### src/rtl/dff_bank_arbiter_if.sv
// Access bus between NREQ requesters and the shared-register arbiter.
// The master side drives requests and write data; the slave side returns the grant and the register contents.
interface dff_bank_arbiter_if #(
   parameter int unsigned NREQ  = 4,
   parameter int unsigned WIDTH = 8
);
   localparam int unsigned OW = (NREQ > 1) ? $clog2(NREQ) : 1;

   logic [NREQ-1:0]       req;
   logic [NREQ*WIDTH-1:0] wdata;
   logic [NREQ-1:0]       gnt;
   logic [WIDTH-1:0]      q;
   logic                  busy;
   logic [OW-1:0]         owner;

   modport master (output req, wdata, input gnt, q, busy, owner);
   modport slave  (input req, wdata, output gnt, q, busy, owner);
endinterface

### src/rtl/dff_bank_arbiter.sv
// Round-robin arbiter owning one shared WIDTH-bit register, loaded by the granted requester.
// Optional macro DFF_ARB_BTB_EN: hand the grant straight to the next requester on release (no idle cycle).
module dff_bank_arbiter #(
   parameter int unsigned NREQ     = 4,
   parameter int unsigned WIDTH    = 8,
   parameter int unsigned MAX_HOLD = 4
) (
   input  logic             clk,
   input  logic             reset,
   dff_bank_arbiter_if.slave bus
);
   localparam int unsigned OW = (NREQ > 1) ? $clog2(NREQ) : 1;
   localparam int unsigned HW = 4;

   typedef enum logic {IDLE, OWN} state_t;

   state_t           r_state;
   logic [NREQ-1:0]  r_gnt;
   logic [WIDTH-1:0] r_q;
   logic             r_busy;
   logic [OW-1:0]    r_owner;
   logic [OW-1:0]    r_last;
   logic [HW-1:0]    r_hold;

   logic [OW-1:0]    w_win;
   logic [WIDTH-1:0] w_wdata;
   logic             w_own_req;
   logic             w_last_write;
   logic             w_release;

   // First set bit of r, searching upward from last+1 and wrapping modulo NREQ.
   function automatic logic [OW-1:0] rr_pick(input logic [NREQ-1:0] r, input logic [OW-1:0] last);
      logic [OW-1:0] pick;
      int unsigned   idx;
      pick = '0;
      for (int unsigned k = NREQ; k >= 1; k--) begin
         idx = (32'(last) + k) % NREQ;
         if (r[OW'(idx)]) pick = OW'(idx);
      end
      return pick;
   endfunction

   function automatic logic [NREQ-1:0] onehot(input logic [OW-1:0] idx);
      logic [NREQ-1:0] v;
      v      = '0;
      v[idx] = 1'b1;
      return v;
   endfunction

   assign w_win = rr_pick(bus.req, r_last);

   // Owner's write data; r_gnt is zero outside OWN, so non-owner data never passes.
   always_comb begin
      w_wdata = '0;
      for (int i = 0; i < int'(NREQ); i++)
         if (r_gnt[i]) w_wdata = bus.wdata[i*WIDTH +: WIDTH];
   end

   assign w_own_req    = |(bus.req & r_gnt);
   assign w_last_write = w_own_req && (r_hold == HW'(MAX_HOLD - 1));
   assign w_release    = !w_own_req || w_last_write;

`ifdef DFF_ARB_BTB_EN
   logic [NREQ-1:0] w_others;
   logic [OW-1:0]   w_next;
   assign w_others = bus.req & ~r_gnt;
   assign w_next   = rr_pick(w_others, r_owner);
`endif

   always_ff @(posedge clk or negedge reset) begin
      if (!reset) begin
         r_state <= IDLE;
         r_gnt   <= '0;
         r_q     <= '0;
         r_busy  <= 1'b0;
         r_owner <= '0;
         r_last  <= OW'(NREQ - 1);
         r_hold  <= '0;
      end else begin
         case (r_state)
            IDLE: begin
               if (|bus.req) begin
                  r_gnt   <= onehot(w_win);
                  r_owner <= w_win;
                  r_last  <= w_win;
                  r_hold  <= '0;
                  r_busy  <= 1'b1;
                  r_state <= OWN;
               end
            end
            OWN: begin
               if (w_own_req) begin
                  r_q    <= w_wdata;
                  r_hold <= r_hold + HW'(1);
               end
               if (w_release) begin
`ifdef DFF_ARB_BTB_EN
                  if (|w_others) begin
                     r_gnt   <= onehot(w_next);
                     r_owner <= w_next;
                     r_last  <= w_next;
                     r_hold  <= '0;
                  end else begin
                     r_gnt   <= '0;
                     r_owner <= '0;
                     r_busy  <= 1'b0;
                     r_state <= IDLE;
                  end
`else
                  r_gnt   <= '0;
                  r_owner <= '0;
                  r_busy  <= 1'b0;
                  r_state <= IDLE;
`endif
               end
            end
            default: r_state <= IDLE;
         endcase
      end
   end

   assign bus.gnt   = r_gnt;
   assign bus.q     = r_q;
   assign bus.busy  = r_busy;
   assign bus.owner = r_owner;
endmodule

### src/flat_wrapper.sv
// flat-port wrapper written by rule: the top's interface ports become plain ports
module dff_bank_arbiter_flat 
#(
   parameter int unsigned NREQ     = 4,
   parameter int unsigned WIDTH    = 8,
   parameter int unsigned MAX_HOLD = 4
)
  (clk, reset, bus_req, bus_wdata, bus_gnt, bus_q, bus_busy, bus_owner);
  dff_bank_arbiter_if #(.NREQ(NREQ), .WIDTH(WIDTH)) bus_i ();
  input  logic clk;
  input  logic reset;
  input wire logic [$bits(bus_i.req)-1:0] bus_req;
  input wire logic [$bits(bus_i.wdata)-1:0] bus_wdata;
  output wire logic [$bits(bus_i.gnt)-1:0] bus_gnt;
  output wire logic [$bits(bus_i.q)-1:0] bus_q;
  output wire logic [$bits(bus_i.busy)-1:0] bus_busy;
  output wire logic [$bits(bus_i.owner)-1:0] bus_owner;
  assign bus_i.req = bus_req;
  assign bus_i.wdata = bus_wdata;
  assign bus_gnt = bus_i.gnt;
  assign bus_q = bus_i.q;
  assign bus_busy = bus_i.busy;
  assign bus_owner = bus_i.owner;
  dff_bank_arbiter #(.NREQ(NREQ), .WIDTH(WIDTH), .MAX_HOLD(MAX_HOLD)) u_core (.clk(clk), .reset(reset), .bus(bus_i));
endmodule
### config.mk
export PLATFORM = sky130hd
export DESIGN_NAME = dff_bank_arbiter_flat
export DESIGN_NICKNAME = d
export VERILOG_FILES = /design/src/rtl/dff_bank_arbiter_if.sv /design/src/rtl/dff_bank_arbiter.sv /design/src/flat_wrapper.sv
export SDC_FILE = /design/constraint.sdc
export NUM_CORES = 1
export LEC_CHECK = 0
export CAP_MARGIN = 20
export CORE_ASPECT_RATIO = 0.7
export CORE_MARGIN = 4
export CORE_UTILIZATION = 45
export DETAILED_ROUTE_END_ITERATION = 16
export PLACE_DENSITY = 0.84
export RECOVER_POWER = 50
export SETUP_SLACK_MARGIN = 0.4
export SLEW_MARGIN = 20
export SYNTH_ARGS = -nofsm -noshare
export SYNTH_HDL_FRONTEND = slang
export SYNTH_SLANG_ARGS = --single-unit
### constraint.sdc
create_clock -name clk -period 3.6 [get_ports clk]
set_input_delay 0.36 -clock clk [delete_from_list [all_inputs] [get_ports clk]]
set_output_delay 0.36 -clock clk [all_outputs]
set_load 0.01 [all_outputs]
==> metrics.md <==
| Metric | Value |
|---|---|
| Ys Warns | `0` |
| Syn_nets | `181` |
| Dominant cells by area after synthesis | `dfrtp_1 40%, o21ai_0 7.7%, a21oi_1 7.3%, nand2_1 5.2%, a22oi_1 4.9%` |
| Post-synth EDFFs | `0` |
| Fill cells | `198` |
| GRT Total Usage | `21.23%` |
| Worst setup EP type | `output port` |
| Async S/R FF share, synth | `100.0%` |
| Fraction of layout cells with a size suffix above 1 | `5.319%` |
| Final GP Congestion | `0.8647` |
| Post-cts sizing count | `0` |
| Placeable Area | `2534 sq um` |
| Starting Density | `48.79%` |
| Final WS setup | `1.548 ns` |
| Setup Fix Bufs, Post-CTS | `0` |
| Outcome | `complete, no violations` |
| Setup CP Type | `register to output port` |
| # rows | `15` |
| DRC Markers | `0` |
| CTS Buf Count | `3` |
| Mean routed wirelength per cell | `17.44 um` |
| Final core utilization | `71.75%` |
| Initial antenna violation count | `0` |
| P&R area growth vs syn | `47.06%` |
| Total die area | `3663 sq um` |
| Worst relative slew slack | `23.16%` |
| Slowest stage cell, crit path | `dfrtp_1` |
| Most common cell in the synthesized netlist | `dfrtp_1` |
| Max_cap viols | `0` |
| Vias per cell | `5.622` |
| Crit path DAT | `1.69 ns` |
| RSZ-0062 raised after global routing | `no` |
| Vias | `1248` |
| Sequential-to-total area share from yosys stat | `44.74%` |
| Tcrit/Tclk final | `56.99%` |
| Avg Cell Area, Syn | `8.706 sq um` |
| H-tree levels | `1` |
| Total grt overflow | `0` |
| DP HPWL | `2958 um` |
| Netlist cell types | `34` |
| Critical Path Max Stage Delay | `0.76 ns` |
| Power Total | `1.331 mW` |
| Leading area contributor after synthesis | `dfrtp_1` |
| Number of synthesized register bits | `22` |
| Initial drt markers | `78` |
| Area share of the largest cell type after synthesis | `40.49%` |
| Antenna fix cells | `0` |
| Buffers & Inverters on Critical Path | `1` |
| Fin nets | `228` |
| Worst-Margin Slew | `1.153 ns` |
| Worst-path cell chain | `clkdlybuf4s50_1` |
| Setup violation total in the final timing report | `0` |
| I/O Buffers | `52` |
| Final Hold Viols | `0` |
| Post-CTS Hold Buffers | `0` |
| Period minus WS final | `2.052 ns` |
| Critical Path RT | `3.24 ns` |
| Achievable Freq | `487.4 MHz` |
| Skew final | `0.002672 ns` |
| Cells after synthesis | `142` |
| Lkg Pwr | `0.7721 nW` |
| Max-slew violation count | `0` |
| TritonCTS clock tree | `built` |
| Clk Latency, worst-skew pair | `0.27 ns` |
| Chip height | `51.85 um` |
| Reg2reg setup slack | `1.55 ns` |
| Die Wd | `70.65 um` |
| Crit path launch type | `register` |
| Clk sinks | `22` |
| Vias in the first global route | `1218` |
| Max Root-Sink Buffers | `2` |
| First-pass GRT wire length | `5878 um` |
| Total Wirelength | `3871 um` |
| Min-delay worst type | `input pin to async pin` |
| Worst slack, placed | `1.348 ns` |
| VDD IR max | `0.4945 mV` |
| Drt first pass iters | `4` |
| Post-synth design cell area | `1236 sq um` |
| Top post-synthesis cells by count | `20 x dfrtp_1, 19 x o21ai_0, 18 x a21oi_1, 17 x nand2_1, 12 x inv_1` |
| # IOs | `53` |
| Family with the most delay on the worst path | `flip-flops` |
| Top FF cell, synth | `dfrtp_1` |
| PwrDens | `732.1 nW/um^2` |
| Fin Setup TNS | `0 ns` |
| CP Max Fanout | `19` |
| Reg clk slew, reported paths | `0.08 ns` |
| Routed Antenna Nets | `0` |
| Pin count of the biggest net entering global routing | `28` |
| CTS Root Cell | `clkbuf_8` |
==> cell usage in the layout, fill, tap and decap left out, types with 3 or more instances in the layout <==
cell type,instances
dlygate4sd3_1,7
a21o_1,3
nand2_1,17
nand3_1,3
inv_1,12
a21oi_1,18
clkdlybuf4s50_1,44
o21ai_0,19
o31ai_1,3
a22o_1,4
dfrtp_1,20
clkbuf_8,3
a22oi_1,8
==> where the power goes <==
part | leakage (nW) | switching (mW) | internal (mW)
sequential | 0.284 | 0.149 | 0.344
combinational | 0.452 | 0.304 | 0.299
clock | 0.0357 | 0.0852 | 0.149
total | 0.772 | 0.539 | 0.792
==> registers in the layout, summed over array words and instances, names as in the netlist <==
| register | cells |
|---|---|
| u_core.bus.q | 8 |
| u_core.bus.gnt | 4 |
| u_core.r_hold | 4 |
| u_core.bus.owner | 2 |
| u_core.r_last | 2 |
| u_core.bus.busy | 1 |
| u_core.r_state | 1 |
==> area by class of cell <==
class                   instances  area (sq um)  area share, %
clock buffers                   3         41.29          2.271
inverters                      12         45.04          2.478
clock inverters                 1         30.03          1.652
well taps                      34         42.54          2.340
multi-input cells              98         591.8          32.55
repair buffers                 52         514.2          28.29
flip-flops and latches         22         553.0          30.42
==> through the flow <==
step	hold WS (ns)	area (sq um)	instances
floorplan	0.06441	1236	142
global placement	0.4637	1753	218
detailed placement	0.4723	1753	218
CTS	0.4958	1824	222
global route	0.4080	1818	222
finish	0.2967	1818	222
==> metal layers <==
layer / track usage, % / vias to the layer above / part of all wire, %
li1: - / 599 / -
met1: 26.46 / 580 / 39
met2: 35.71 / 59 / 51
met3: 6.564 / 10 / 8.2
met4: 6.563 / 0 / 1.7
met5: 0 / - / 0
==> worst paths after layout <==
kind | startpoint | end | cells after the start
max reg2reg | u_core.bus.gnt[2] | u_core.bus.owner[0] | 4
min in group clk | u_core.bus.owner[1] | u_core.bus.owner[1] | 1
max in group asynchronous | reset | u_core.bus.gnt[3] | 1
min reg2reg | u_core.bus.owner[1] | u_core.bus.owner[1] | 1
min | reset | u_core.bus.q[1] | 1
max | u_core.bus.gnt[2] | bus_gnt[2] | 1
==> cells by family (layout without fill, tap and decap cells) <==
kind of cell    count (synthesis)  in the layout  synth area share [%]
flops                          22             22                 44.74
buf+inv                        22             68                 7.388
compound gates                 64             64                 33.50
simple gates                   31             31                 11.64
mux                             2              2                 1.721
fa+ha+maj                       1              1                 1.012
Power figures use the tool's default switching activity.
